**src/rtl/dac_frame_serializer.sv**
```systemverilog
// ---------------------------------------------------------------------------
// dac_frame_serializer
//
// Accepts 16-bit tone samples on a valid/ready stream and shifts each one out
// to the board DAC as a 24-bit frame: 8-bit control prefix (CTRL_WORD), then
// the sample, MSB first. DAC_SCLK idles high. The DAC samples DAC_DATA on the
// falling edge of DAC_SCLK. DAC_DATA only changes on rising edges.
//
// Handshake: a sample transfers on a rising clk_in edge where
// s_valid && s_ready. s_ready is high only in IDLE, so there is no buffering.
// s_valid may drop before acceptance, and nothing is sent in that case.
//
// Optional build macro: DAC_SER_TWOS_COMP_EN
//   defined   - s_data is signed two's complement. It is converted to offset
//               binary by inverting bit 15 when the sample transfers.
//   undefined - s_data is sent unchanged (straight binary).
//
// Ports:
//   clk_in       system clock
//   reset        synchronous, active-high reset
//   s_data       sample to send
//   s_valid      sample available
//   s_ready      block can accept a sample (IDLE)
//   DAC_DATA     serial data, MSB first
//   DAC_SCLK     serial clock, idles high
//   DAC_SYNC_n   frame strobe, active low
//   busy         high while a frame or the inter-frame gap is in progress
//   frame_done   one-cycle pulse on the cycle DAC_SYNC_n returns high
//   dbg_state_o  current FSM state (IDLE=0, SHIFT=1, GAP=2)
// ---------------------------------------------------------------------------
module dac_frame_serializer #(
    parameter int unsigned CLK_DIV    = 2,     // clk_in cycles per SCLK half-period, 1..255
    parameter logic [7:0]  CTRL_WORD  = 8'h00, // prefix sent ahead of each sample
    parameter int unsigned GAP_CYCLES = 4      // SYNC_n high cycles between frames, 1..255
) (
    input  logic        clk_in,
    input  logic        reset,
    input  logic [15:0] s_data,
    input  logic        s_valid,
    output logic        s_ready,
    output logic        DAC_DATA,
    output logic        DAC_SCLK,
    output logic        DAC_SYNC_n,
    output logic        busy,
    output logic        frame_done,
    output logic [1:0]  dbg_state_o
);

    localparam logic [1:0] ST_IDLE  = 2'd0;
    localparam logic [1:0] ST_SHIFT = 2'd1;
    localparam logic [1:0] ST_GAP   = 2'd2;

    localparam logic [7:0] DIV_LAST = 8'(CLK_DIV - 1);
    localparam logic [7:0] GAP_LAST = 8'(GAP_CYCLES - 1);
    localparam logic [4:0] BIT_LAST = 5'd23;

    logic [1:0]  state_q,   state_d;
    logic [23:0] shift_q,   shift_d;
    logic [7:0]  div_cnt_q, div_cnt_d;
    logic [4:0]  bit_cnt_q, bit_cnt_d;
    logic [7:0]  gap_cnt_q, gap_cnt_d;
    logic        sclk_q,    sclk_d;
    logic        sync_n_q,  sync_n_d;
    logic        data_q,    data_d;
    logic        ready_q,   ready_d;
    logic        busy_q,    busy_d;
    logic        done_q,    done_d;

    logic [15:0] sample_conv;
    logic [23:0] frame_word;

`ifdef DAC_SER_TWOS_COMP_EN
    // Flipping the sign bit maps two's complement onto offset binary.
    assign sample_conv = {~s_data[15], s_data[14:0]};
`else
    assign sample_conv = s_data;
`endif

    assign frame_word = {CTRL_WORD, sample_conv};

    always_comb begin
        state_d   = state_q;
        shift_d   = shift_q;
        div_cnt_d = div_cnt_q;
        bit_cnt_d = bit_cnt_q;
        gap_cnt_d = gap_cnt_q;
        sclk_d    = sclk_q;
        sync_n_d  = sync_n_q;
        data_d    = data_q;
        ready_d   = ready_q;
        busy_d    = busy_q;
        done_d    = 1'b0;

        case (state_q)
            ST_IDLE: begin
                ready_d = 1'b1;
                busy_d  = 1'b0;
                if (s_valid && ready_q) begin
                    // First bit goes out with SCLK high on the very next cycle.
                    state_d   = ST_SHIFT;
                    shift_d   = frame_word;
                    data_d    = frame_word[23];
                    sync_n_d  = 1'b0;
                    sclk_d    = 1'b1;
                    ready_d   = 1'b0;
                    busy_d    = 1'b1;
                    div_cnt_d = '0;
                    bit_cnt_d = '0;
                end
            end

            ST_SHIFT: begin
                if (div_cnt_q == DIV_LAST) begin
                    div_cnt_d = '0;
                    if (sclk_q) begin
                        sclk_d = 1'b0;                 // DAC samples here
                    end else if (bit_cnt_q == BIT_LAST) begin
                        // End of the last low half: close the frame.
                        sclk_d    = 1'b1;
                        sync_n_d  = 1'b1;
                        data_d    = 1'b0;
                        done_d    = 1'b1;
                        state_d   = ST_GAP;
                        gap_cnt_d = '0;
                    end else begin
                        // Rising edge: advance to the next bit.
                        sclk_d    = 1'b1;
                        bit_cnt_d = bit_cnt_q + 5'd1;
                        shift_d   = {shift_q[22:0], 1'b0};
                        data_d    = shift_q[22];
                    end
                end else begin
                    div_cnt_d = div_cnt_q + 8'd1;
                end
            end

            ST_GAP: begin
                if (gap_cnt_q == GAP_LAST) begin
                    state_d   = ST_IDLE;
                    gap_cnt_d = '0;
                    ready_d   = 1'b1;
                    busy_d    = 1'b0;
                end else begin
                    gap_cnt_d = gap_cnt_q + 8'd1;
                end
            end

            default: begin
                state_d  = ST_IDLE;
                sclk_d   = 1'b1;
                sync_n_d = 1'b1;
                data_d   = 1'b0;
                ready_d  = 1'b0;
                busy_d   = 1'b0;
            end
        endcase
    end

    always_ff @(posedge clk_in) begin
        if (reset) begin
            state_q   <= ST_IDLE;
            shift_q   <= '0;
            div_cnt_q <= '0;
            bit_cnt_q <= '0;
            gap_cnt_q <= '0;
            sclk_q    <= 1'b1;
            sync_n_q  <= 1'b1;
            data_q    <= 1'b0;
            ready_q   <= 1'b0;
            busy_q    <= 1'b0;
            done_q    <= 1'b0;
        end else begin
            state_q   <= state_d;
            shift_q   <= shift_d;
            div_cnt_q <= div_cnt_d;
            bit_cnt_q <= bit_cnt_d;
            gap_cnt_q <= gap_cnt_d;
            sclk_q    <= sclk_d;
            sync_n_q  <= sync_n_d;
            data_q    <= data_d;
            ready_q   <= ready_d;
            busy_q    <= busy_d;
            done_q    <= done_d;
        end
    end

    assign s_ready     = ready_q;
    assign DAC_DATA    = data_q;
    assign DAC_SCLK    = sclk_q;
    assign DAC_SYNC_n  = sync_n_q;
    assign busy        = busy_q;
    assign frame_done  = done_q;
    assign dbg_state_o = state_q;

endmodule
```
**config.mk**
```make
export PLATFORM = sky130hd
export DESIGN_NAME = dac_frame_serializer
export DESIGN_NICKNAME = d
export VERILOG_FILES = /design/src/rtl/dac_frame_serializer.sv
export SDC_FILE = /design/constraint.sdc
export NUM_CORES = 1
export LEC_CHECK = 0
export CORE_UTILIZATION = 41
export CTS_CLUSTER_DIAMETER = 200
export DETAILED_ROUTE_END_ITERATION = 8
export PLACE_DENSITY = 0.64
export SYNTH_ARGS = -nofsm -noshare
export SYNTH_HDL_FRONTEND = slang
export SYNTH_SLANG_ARGS = --single-unit
```
**constraint.sdc**
```tcl
create_clock -name clk_in -period 3.7 [get_ports clk_in]
set_input_delay 0.37 -clock clk_in [delete_from_list [all_inputs] [get_ports clk_in]]
set_output_delay 0.37 -clock clk_in [all_outputs]
set_load 0.005 [all_outputs]
```
-- After elaboration in Yosys (flattened, before gate mapping)
Cells that the tools add are included.
- add/sub/neg operators: 3
- equal/unequal tests: 11
- mux-type cells: 44
- bitwise gates (word level): 3
- reductions and logical operators: 13
- operators by type and width (operator ; count):
    23-bit two-way mux ; 4
    8-bit two-way mux ; 6
    23-bit one-hot mux with 2 select lines ; 1
    8-bit one-hot mux with 2 select lines ; 2
    5-bit two-way mux ; 4
    8-bit by 1-bit adder with 8-bit output (second input constant) ; 2
    1-bit two-way mux ; 15
    1-bit one-hot mux with 3 select lines ; 5
    5-bit AND reduction ; 3
    2-bit != test (second input constant) ; 6
    2-bit two-way mux ; 5
    5-bit one-hot mux with 2 select lines ; 1
    8-bit by 1-bit == test with 1-bit output (second input constant) ; 1
    8-bit by 2-bit == test with 1-bit output (second input constant) ; 1
    4-bit AND reduction ; 2
    2-bit one-hot mux with 3 select lines ; 1
    5-bit by 1-bit adder with 5-bit output (second input constant) ; 1
    5-bit == test (second input constant) ; 1
    2-bit AND reduction ; 2
    2-bit nonzero test ; 2
    4-bit OR reduction ; 1
    1-bit NOT ; 3
    3-bit AND reduction ; 1
    2-bit by 1-bit == test with 1-bit output (second input constant) ; 1
    other kinds (3) ; 3
- bits in registers: 52
- input bits: 19
- word-level logic and storage cells: 85

-- Longest topological paths before layout
Gate-level depths: netlist of run 1.
- word-level depth: 5
- depth in mapped cells: 8
- mapped depth without buffers: 6

-- Worst setup path before layout of run 1
No wires, ideal clock.
- path type: register to register
- start point: register div_cnt_q[0]
- end point: register gap_cnt_q[5]
- library setup time: 0.122 ns
- arrival: 1.681 ns
- setup slack: 1.897 ns
- stages on the path, launching flop included: 6
- clock period less this slack: 1.803 ns
- cell sequence: dfxtp_1 -> ha_1 -> or4b_4 -> nor2_8 -> a211oi_4 -> a221o_1
- longest elaborated chain between the ends: 3
- RTL lines (what ; line ; source):
    from (decl) ; 59 ; logic [7:0] div_cnt_q, div_cnt_d;
    from (signal assigned) ; 175 ; div_cnt_q <= div_cnt_d;
    8-bit by 1-bit == test with 1-bit output ; 113 ; if (div_cnt_q == DIV_LAST) begin
    2-bit != test (no line) ; n/a ;
    4-bit AND reduction (no line) ; n/a ;
    to (signal assigned) ; 177 ; gap_cnt_q <= gap_cnt_d;
    to (decl) ; 61 ; logic [7:0] gap_cnt_q, gap_cnt_d;
Every way passes these cells.
A chain may end at the register's enable or synchronous reset.

-- Worst setup path in the final report of run 1
- start point: register div_cnt_q[0]
- end point: register shift_q[17]
- longest elaborated chain between the ends: 3
- RTL lines (what ; line ; source):
    8-bit by 1-bit == test with 1-bit output ; 113 ;
    2-bit != test (no line) ; n/a ;
    5-bit AND reduction (no line) ; n/a ;
    to (signal assigned) ; 174 ; shift_q <= shift_d;
    to (decl) ; 58 ; logic [23:0] shift_q, shift_d;
Every way passes these cells.

==> results.txt, run 1 <==
* Result of the run: finished, final reports clean
* Leakage power: 1.014 nW
- Number of remaining DRC errors: 0
- Worst voltage drop across the vdd grid: 0.2016 mV
- After the flow finishes, the layout carries non-filler instances totaling 366.
* Post-layout instance area: 0.002903 mm2
- Post-cts sizing count: 0
- Count of routing violations after the opening detailed-route iteration: 143
- Number of endpoints with negative hold slack in the final report: 0
- Vias: 2,096
- Number of global-route vias before repair: 1,918
- In this run the clock root is driven by a sky130_fd_sc_hd__clkbuf_8.
* Sequential cell fraction of total power: 52.3%
* Cell variety after synth: 56
- Entering global routing, the biggest net connects 38 pins.
- Vertical die dimension: 80.09 um
- Hold path endpoint: shift_q[22]
- Post-CTS timing repair inserted 0 buffers for setup.
- First-pass GRT wire length: 8.976 mm
* Final critical delay including setup and external delays: 2.322 ns
- Fin Clk Skew: 0.01134 ns
* Worst Hold Class: flop to flop
* CTS Sinks: 52
- Most common library cell in the layout ignoring fill and taps: sky130_fd_sc_hd__dfxtp_1
- Register-to-register path setup slack: 1.38 ns
* Post-DRT Antenna Nets: 0
- Initial Util: 42.47%
- Number of synthesized flops with an enable pin: 0
- Die width: 80.09 um
* I/O pin total: 27
- Dividing the detail-routed wire length by the instance count gives 14.81 um.
* Antenna violations before repair: 0
- Buffers from clock root to sink, at most: 2
* Slew headroom: 49.42%
* P_int: 857.5 uW
- Counting every instance in the synthesized netlist gives 271.
- Library cell contributing the largest single delay on the critical path: sky130_fd_sc_hd__nand2_1
* Type of element launching the critical path: flop
* Series of cell instances along the critical path: ha_1 -> nor4b_1 -> nand4_1 -> nand2_1 -> o22ai_1
- Overall Global Routing Usage: 17.99%
- Input and output buffers added on the ports amount to 26.
- The later pin in the worst-skew pair is clocked with a latency of 0.31 ns.
- Worst hold start: shift_q[21]
- Static timing analysis puts the maximum clock frequency at 430.6 MHz.
- Sequential cells were found to cover 41.64% of the synthesized design area.
* DRT Pass-1 Iters: 4
- Endpoint of the worst register-to-register path: shift_q[17]
* Clock tree from TritonCTS: yes
* Async S/R FF share, synth: 0%
- After floorplanning, the core was sized to cover 0.005886 mm2.
* Slew Limit Fails: 0
- Setup violations remaining at the end of the flow were counted as 0.
- Total Die Area: 0.006414 mm2
* Dominant register cell in the synthesized netlist: sky130_fd_sc_hd__dfxtp_1
- Clock transition at the register clock pins on the worst setup and hold paths after CTS: 0.10 ns
- Once placement finished, the instance area stood at 0.002791 mm2.
- Counting every net in the synthesized netlist gives 294.
- CTS buffer count: 5
- The critical path in this run is classified as flop to flop.
* Final period util: 62.76%
* Cell area power density: 394.7 mW/mm2
- Final wirelength: 5.419 mm
- Clock network fraction of design power: 34.4%
* Setup TNS: 0 ns
* Pin slew with the least headroom to its limit: 0.7568 ns
* Final core utilization: 49.32%
* Critical path fanouts, max: 22
- Row count: 28
- Setup repair after global routing missed its margin: false
- Required time of the critical path: 3.87 ns
* Fraction of layout cells with a size suffix above 1: 7.560%
* Syn. warnings: 0
- Depth of the worst hold-timing path: 2
* Data arrival time of the critical path: 2.49 ns
- GP Congestion: 0.7823
* Maximum level of the CTS H-tree: 2
- Count of hold buffers inserted by post-cts repair: 0
* Max-cap violations: 0
* Number of cells on the worst reg-to-reg path: 5
- Including well taps, the total number of placed cells is 358.
* Area added between synthesis and finish: 16.12%
* Commonest cells after routing, fill and taps aside: 52 x sky130_fd_sc_hd__dfxtp_1, 26 x sky130_fd_sc_hd__clkdlybuf4s50_1, 20 x sky130_fd_sc_hd__nor3_1
- Number of antenna diodes: 0
- Via count normalized by instance count: 5.727
* R2r startpoint: div_cnt_q[0]
* Switch Pwr: 288.4 uW
- Of the total power, the share spent switching nets is 25.16%.
- Synthesis-stage register bit count: 52
- A synthesized cell averages 9.225 um2.
* Final layout net count: 313
- Global routing finished with a remaining overflow of 0.
- The wire-length estimate of the detail-placed layout is 3.637 mm.
- In this design, the stage delay of the slowest critical-path cell is 0.68 ns.
* Portion of total power attributed to combinational logic: 13.2%
- Worst setup EP type: flop
- The cell area that synthesis handed to floorplanning was 0.002500 mm2.
[cells by family after synthesis]
group                      Yosys count  share of synthesized area [%]
adders and majority gates            4                          2.002
and+or+nand+nor                    106                          24.42
DFF                                 52                          41.64
AOI/OAI and AO/OA                   65                          19.17
buffers and inverters               21                          3.854
xor gates and xnor gates             7                          2.453
muxes                               16                          6.456
[power groups by stage]
stage / combinational (mW) / clock (mW) / sequential [mW]
CTS: 0.152 / 0.404 / 0.600
detailed placement: 0.152 / 0 / 0.613
global route: 0.168 / 0.436 / 0.604
finish: 0.152 / 0.395 / 0.599
global placement: 0.151 / 0 / 0.612
floorplan: 0.102 / 0 / 0.609
[worst max-delay path, delay by kind of cell (launching register included)]
kind	cells	cell delay [ns]
simple gates	3	1.39
flops	1	0.43
fa+ha+maj	1	0.18
compound gates	1	0.18
[synthesized netlist by cell type, drive strengths merged, types with 2 or more instances]
cell    number  area, um2
buf         10      55.05
o22ai        5      31.28
inv          5      18.77
o211ai       2      15.01
nand4        5      31.28
and3         4      25.02
nand4b       2      23.77
o32ai        2      25.03
clkbuf       6      22.52
or4          2      15.01
o221ai       2      17.52
nand3b       2      15.01
and4         2      17.52
a211oi      18      147.6
dfxtp       52       1041
nor2b        3      18.77
a31oi        5      31.28
o21ai        7      38.79
nand2       19      71.32
xnor2        2      17.52
nor3        21      110.1
a21o         3      22.52
xor2         5      43.79
a22o         3      26.28
ha           4      50.05
mux2i       15      150.1
nor3b        2      25.02
nand2b       3      18.77
nand3       17      85.08
nor2        15      72.57
a21boi       2      15.02
nor4b        2      17.52
a21oi        9      45.04
[final cells by class]
cell class	instances	area, um2
Sequential cell	52	1041
Clock inverter	2	38.79
Tap cell	75	93.84
Timing Repair Buffer	28	275.3
Fill cell	568	2983
Inverter	5	18.77
Multi-Input combinational cell	198	1363
Clock buffer	6	72.57
[registers in the layout, indices dropped and copies added, names as in the netlist, 2 cells and up]
| name | flops |
|---|---|
| bit_cnt_q | 5 |
| dbg_state_o | 2 |
| div_cnt_q | 8 |
| gap_cnt_q | 8 |
| shift_q | 23 |
[how the worst max path moves through the flow]
stage                             from           end  cells past startpoint
after CTS                 div_cnt_q[0]   shift_q[12]                      5
after global placement         s_valid   shift_q[17]                      4
after floorplan           div_cnt_q[0]  gap_cnt_q[5]                      5
after detailed placement       s_valid   shift_q[12]                      4
after global routing      div_cnt_q[0]   shift_q[11]                      5
final                     div_cnt_q[0]   shift_q[17]                      5
[metrics by stage]
step,power [mW],worst slack [ns],hold slack (ns)
3_3_place_gp,0.7626,1.408,0.4414
2_1_floorplan,0.7113,1.897,0.4319
6_report,1.146,1.378,0.4645
4_1_cts,1.156,1.358,0.4626
5_1_grt,1.208,1.099,0.4877
3_5_place_dp,0.7647,1.364,0.4470
[routing by layer]
layer  share of wire (%)  global-route usage (%)  wire length, um  vias to the layer above
met5                   0                       0                0                        -
met4                 1.1                   4.821               61                        0
met3                 3.1                   3.977              167                        6
met2                  45                   28.55             2452                       26
met1                  51                   24.46             2737                     1007
li1                    -                       -                -                     1057
No activity file was read; power rests on OpenSTA's default activity.
==> run 2: changes to the inputs <==
==> constraint.sdc (replaced) <==
create_clock -name clk_in -period 2.25 [get_ports clk_in]
set_input_delay 0.225 -clock clk_in [delete_from_list [all_inputs] [get_ports clk_in]]
set_output_delay 0.225 -clock clk_in [all_outputs]
set_load 0.005 [all_outputs]
==> results.txt, run 2 (synthesis gave the netlist of run 1 again) <==
* DRT Pass-1 Iters: 4
- CTS built an H-tree with a depth of 2.
- Of the total power, the share spent switching nets is 25.91%.
- Count of input and output buffers: 26
- In the final routed layout, each cell accounts on average for 14.45 um.
* Setup TNS: 0 ns
* Worst voltage drop across the vdd grid: 0.3122 mV
- Tracing the worst setup path back leads to its startpoint at div_cnt_q[0].
- Switch Pwr: 466.6 uW
- The floorplan step defined a core boundary enclosing 0.005886 mm2.
- Once detail routing completed, the nets flagged for antenna violations numbered 0.
- R2r startpoint: div_cnt_q[0]
- Entering global routing, the biggest net connects 37 pins.
- Setup repair after global routing missed its margin: false
- Max-cap violations in this run came to 0.
- CTS buffer count: 5
* Vertical die dimension: 80.09 um
* Final period util: 86.33%
* Overall Global Routing Usage: 18.42%
- Worst setup slack after placement: 0.3150 ns
* Critical path fanouts, max: 10
- Largest registers in the final layout: shift_q x23, div_cnt_q x8, gap_cnt_q x8
- Type of element launching the critical path: flop
- Count of hold buffers inserted by post-cts repair: 0
- Clock transition at the register clock pins on the worst setup and hold paths after CTS: 0.10 ns
- The number of cells on the worst reg-to-reg path is 5.
* Fraction of layout cells with a size suffix above 1: 10.07%
- Total Die Area: 0.006414 mm2
- The register with the most flip-flops in the layout has 23 of them.
- The hold violation total from the final report came to 0.
* Antenna violations before repair: 0
* Setup-failing EPs final: 0
- Required time of the critical path: 2.47 ns
- I/O pin total: 27
* Setup slack after layout: 0.3076 ns
- Per report_power, the clock group accounts for 30.9% of the total.
* Number of remaining DRC errors: 0
* Die width: 80.09 um
* Final layout net count: 320
- Most common library cell in the layout ignoring fill and taps: sky130_fd_sc_hd__dfxtp_1
* Worst hold start: shift_q[21]
* P_int: 1.334 mW
- The path with the worst hold slack has its endpoint at shift_q[22].
- The worst path in the final design needs a cycle of 1.942 ns, including I/O delays and setup.
- In this run the post-CTS setup repair buffer count came out at 0.
- Slew headroom: 68.21%
- By startpoint and endpoint, the worst setup path is classified as flop to flop.
* First-pass GRT wire length: 9.273 mm
- Based on the critical path, the design can be clocked at up to 514.8 MHz.
* CTS Sinks: 52
* GP Congestion: 0.7942
* Sequential cell fraction of total power: 55.0%
- The initial utilization of the core area, before any placement, comes to 42.47%.
- Row count: 28
* Fin Clk Skew: 0.009621 ns
* Register name with the most flops: shift_q
- Worst Hold Class: flop to flop
* Register-to-register path setup slack: 0.31 ns
* Number of cells after detailed placement: 365
* Total gr overflow: 0
- At the pin with the least slew margin, the transition time is 0.4759 ns.
- The repair_antennas step left the layout with diodes totalling 0.
* Portion of total power attributed to combinational logic: 14.1%
- The clock passes through at most 2 buffers.
- The routed layout has 2,111 vias.
- The library cells used most frequently in the layout, excluding fill and tap cells, are 52 x sky130_fd_sc_hd__dfxtp_1, 26 x sky130_fd_sc_hd__clkdlybuf4s50_1, 20 x sky130_fd_sc_hd__nor3_1.
* Count of routing violations after the opening detailed-route iteration: 154
- Sum of net half-perimeters after detailed placement: 3.818 mm
* Via count normalized by instance count: 5.660
* Clk Latency, worst-skew pair: 0.30 ns
- Worst setup EP type: flop
* Endpoint of the worst register-to-register path: shift_q[16]
- The number of global-route vias before repair is 1,954.
* Final wirelength: 5.389 mm
* Data arrival time of the critical path: 2.16 ns
- Leakage power: 1.045 nW
* Cell area power density: 612.5 mW/mm2
- Depth of the worst hold-timing path: 2
- The tree is rooted in a sky130_fd_sc_hd__clkbuf_8.
* Area added between synthesis and finish: 17.62%
- Final std cells w/o fill: 373
* Result of the run: finished, final reports clean
* Slew Limit Fails: 0
- Clock tree from TritonCTS: yes
- The filler cells instantiated in the layout total 584.
- The number of gates resized after CTS was 0.
==> run 2: changes by cell type in the layout (fill, tap and decap cells not counted), sizes merged <==
cell    delta
bufinv     -1
clkinv     +1
buf        +7
==> run 2: how the worst max path moves through the flow <==
| stage | endpoint | slack, ns | cells past startpoint |
|---|---|---|---|
| 6_report | shift_q[16] | 0.31 | 5 |
| 3_3_place_gp | shift_q[16] | 0.35 | 5 |
| 5_1_grt | shift_q[16] | 0.16 | 5 |
| 4_1_cts | shift_q[16] | 0.30 | 5 |
| 3_5_place_dp | shift_q[16] | 0.32 | 5 |
| 2_1_floorplan | gap_cnt_q[5] | 0.45 | 5 |
==> run 2: final cells by class <==
class | count | area, um2 | area share (%)
Tap cell | 75 | 93.84 | 3.191
Clock buffer | 6 | 82.58 | 2.809
Timing Repair Buffer | 35 | 327.8 | 11.15
Clock inverter | 2 | 13.76 | 0.4681
Inverter | 5 | 18.77 | 0.6383
Sequential cell | 52 | 1041 | 35.40
Multi-Input combinational cell | 198 | 1363 | 46.34
==> run 2: critical path, cell delays in order (launching register included) <==
cell	delay [ns]
sky130_fd_sc_hd__dfxtp_1	0.44
sky130_fd_sc_hd__ha_1	0.20
sky130_fd_sc_hd__or4b_4	0.52
sky130_fd_sc_hd__nor2_8	0.21
sky130_fd_sc_hd__nand3_1	0.24
sky130_fd_sc_hd__o32ai_2	0.26
==> run 2: stage by stage <==
stage               hold slack (ns)  area (um2)  total power, mW  utilization, %
CTS                          0.4542        2940            1.823           49.96
global route                 0.4827        2940            1.897           49.96
global placement             0.4379        2844            1.263           48.32
finish                       0.4541        2940            1.801           49.96
detailed placement           0.4461        2844            1.266           48.32
floorplan                    0.3610        2500            1.170               -
==> run 2: power groups by stage <==
| stage | logic (mW) | clock network (mW) | registers, mW |
|---|---|---|---|
| 3_3_place_gp | 0.252 | 0 | 1.01 |
| 4_1_cts | 0.255 | 0.578 | 0.990 |
| 5_1_grt | 0.280 | 0.620 | 0.997 |
| 3_5_place_dp | 0.254 | 0 | 1.01 |
| 6_report | 0.253 | 0.557 | 0.990 |
| 2_1_floorplan | 0.169 | 0 | 1.00 |
==> run 2: routing by layer <==
metal  global-route usage, %  routed length, um
met1                   24.30               2615
met2                   30.68               2590
met3                   3.409                149
met4                   5.000                 33
met5                       0                  0
==> run 3: changes to the inputs <==
--- a/config.mk
+++ b/config.mk
@@ -5,10 +5,12 @@
 export SDC_FILE = /design/constraint.sdc
 export NUM_CORES = 1
 export LEC_CHECK = 0
+export CORE_ASPECT_RATIO = 0.7
 export CORE_UTILIZATION = 41
 export CTS_CLUSTER_DIAMETER = 200
 export DETAILED_ROUTE_END_ITERATION = 8
 export PLACE_DENSITY = 0.64
+export SKIP_LAST_GASP = 1
 export SYNTH_ARGS = -nofsm -noshare
 export SYNTH_HDL_FRONTEND = slang
 export SYNTH_SLANG_ARGS = --single-unit
==> results.txt, run 3 (synthesis gave the netlist of run 1 again) <==
* Result of the run: finished, final reports clean
- The tightest hold path in the finished design has a slack of 0.4621 ns.
- Via count normalized by instance count: 5.651
- The H-tree was split into 2 levels.
* Count of buffer and inverter cells on the critical path: 0
* Initial Util: 43.00%
- Overall power consumption after layout is estimated at 1.886 mW.
- Worst Hold Class: flop to flop
* Largest stage delay on the critical path: 0.52 ns
- Worst setup slack after placement: 0.2940 ns
- Library cell contributing the largest single delay on the critical path: sky130_fd_sc_hd__or4b_4
- Counting buffers and inverters, the worst setup path is 5 cells deep.
- CTS buffer count: 5
- Final layout net count: 320
* Total area of multi-input combinational cells: 0.001363 mm2
- Of all nets on the critical path, the largest fanout is 8.
* Data arrival time of the critical path: 2.15 ns
- Static timing analysis puts the maximum clock frequency at 509.0 MHz.
- The repair_antennas step left the layout with diodes totalling 0.
- CTS Root Cell: sky130_fd_sc_hd__clkbuf_8
- Count of routing violations after the opening detailed-route iteration: 149
* Worst voltage drop across the vdd grid: 0.2985 mV
* Count of hold buffers inserted by post-cts repair: 0
* Overall Global Routing Usage: 18.77%
- The final critical path takes up 87.32% of the cycle.
- Antenna violations before repair: 0
* Slew headroom: 68.25%
* Commonest cells after routing, fill and taps aside: 52 x sky130_fd_sc_hd__dfxtp_1, 26 x sky130_fd_sc_hd__clkdlybuf4s50_1, 20 x sky130_fd_sc_hd__nor3_1
* Fraction of layout cells with a size suffix above 1: 10.07%
- Post-cts sizing count: 0
* Final wirelength: 5.585 mm
* Storage cell area: 0.001041 mm2
* Post-CTS repair timing setup buffer count: 0
- In this run the deepest clock path goes through 2 buffers.
* Setup slack after layout: 0.2854 ns
- The total area inside the core boundary comes to 0.005813 mm2.
- For the worst setup path, the data required time is 2.43 ns.
- Worst setup EP type: flop
- For this run, the share of the core covered by cells in the final layout is 50.84%.
- In the routed design, unresolved DRC markers number 0.
- Setup repair after global routing left no endpoint under its margin.
* Register name with the most flops: shift_q
- Final std cells w/o fill: 373
* Pin slew with the least headroom to its limit: 0.4697 ns
- Post-DR wirelength/cell: 14.97 um
* Series of cell instances along the critical path: ha_1 -> or4b_4 -> o21ai_2 -> a21o_1 -> a211oi_1
- During I/O placement, the number of pins put on the boundary was 27.
* Count of filler cells inserted in the layout: 564
* Vertical die dimension: 67.33 um
* Fin Clk Skew: 0.008507 ns
- Total Die Area: 0.006419 mm2
- Along the worst hold path, the cell count comes to 2.
* Sum of net half-perimeters after detailed placement: 3.887 mm
- The floorplan has 23 rows.
- The worst register-to-register path has a depth of 5.
- Setup CP Type: flop to flop
* Clk Latency, worst-skew pair: 0.31 ns
* Leakage power: 1.047 nW
- Post-DRT Antenna Nets: 0
- Pin count of the biggest net entering global routing: 37
* Placed cell areas: 0.002844 mm2
- In the final timing run, aggregate negative setup slack is 0 ns.
* Cell area power density: 638.2 mW/mm2
* Count of input and output buffers: 26
- Most common library cell in the layout ignoring fill and taps: sky130_fd_sc_hd__dfxtp_1
- The largest registers in the layout are shift_q x23, div_cnt_q x8, gap_cnt_q x8.
- Number of global-route vias before repair: 1,870
- For this block, the via count after detailed routing is 2,108.
- Setup-failing EPs final: 0
- The tool flagged a number of max-cap violations equal to 0.
- Number of cells after detailed placement: 365
- In this design, the largest share of critical-path delay is due to compound AO/OA/AOI/OAI gates.
* CTS Sinks: 52
- Number of endpoints with negative hold slack in the final report: 0
* GP Congestion: 0.8099
- First-pass GRT wire length: 9.273 mm
* Post-layout instance area: 0.002955 mm2
- Area added between synthesis and finish: 18.22%
- Clock-pin slew was measured on the worst setup and hold paths at 0.09 ns.
- The pre-antenna-repair detailed-routing pass consisted of 4 iterations.
* Number of flip-flops under the largest register name: 23
* Final critical delay including setup and external delays: 1.965 ns
- The worst setup path is launched from a flop.
* Slew Limit Fails: 0
- Global routing finished with a remaining overflow of 0.
- TritonCTS built the clock tree.
- Die width: 95.33 um
-- run 3: final cells by class --
| cell class | instances | share of cell area (%) |
|---|---|---|
| sequential | 52 | 35.22 |
| inverter | 5 | 0.6351 |
| multi-input combinational | 198 | 46.11 |
| tap | 75 | 3.175 |
| timing repair buffer | 35 | 11.09 |
| clock buffer | 5 | 2.329 |
| clock inverter | 3 | 1.439 |
-- run 3: path summary, 6_finish.rpt --
| check | start | end | slack (ns) |
|---|---|---|---|
| worst max-delay path | div_cnt_q[0] | div_cnt_q[1] | 0.29 |
| worst max register to register | div_cnt_q[0] | div_cnt_q[1] | 0.29 |
| worst min-delay path | shift_q[21] | shift_q[22] | 0.46 |
| worst min register to register | shift_q[21] | shift_q[22] | 0.46 |
-- run 3: per-layer routing --
layer | global-route usage, % | wire [um] | vias up
met4 | 4.545 | 44 | 0
met1 | 29.67 | 3064 | 973
li1 | - | - | 1075
met3 | 3.829 | 255 | 7
met5 | 0 | 0 | -
met2 | 25.18 | 2220 | 53
-- run 3: where the power goes --
group          leakage, nW  switching, mW  internal [mW]
registers            0.423         0.0346          0.956
logic                0.571          0.131          0.124
clock network       0.0541          0.310          0.329
total                 1.05          0.476           1.41
-- run 3: worst min-delay path: stages (launching register included) --
cell and delay (ns):
sky130_fd_sc_hd__dfxtp_1 0.32, sky130_fd_sc_hd__nand2_1 0.05, sky130_fd_sc_hd__a21oi_1 0.05
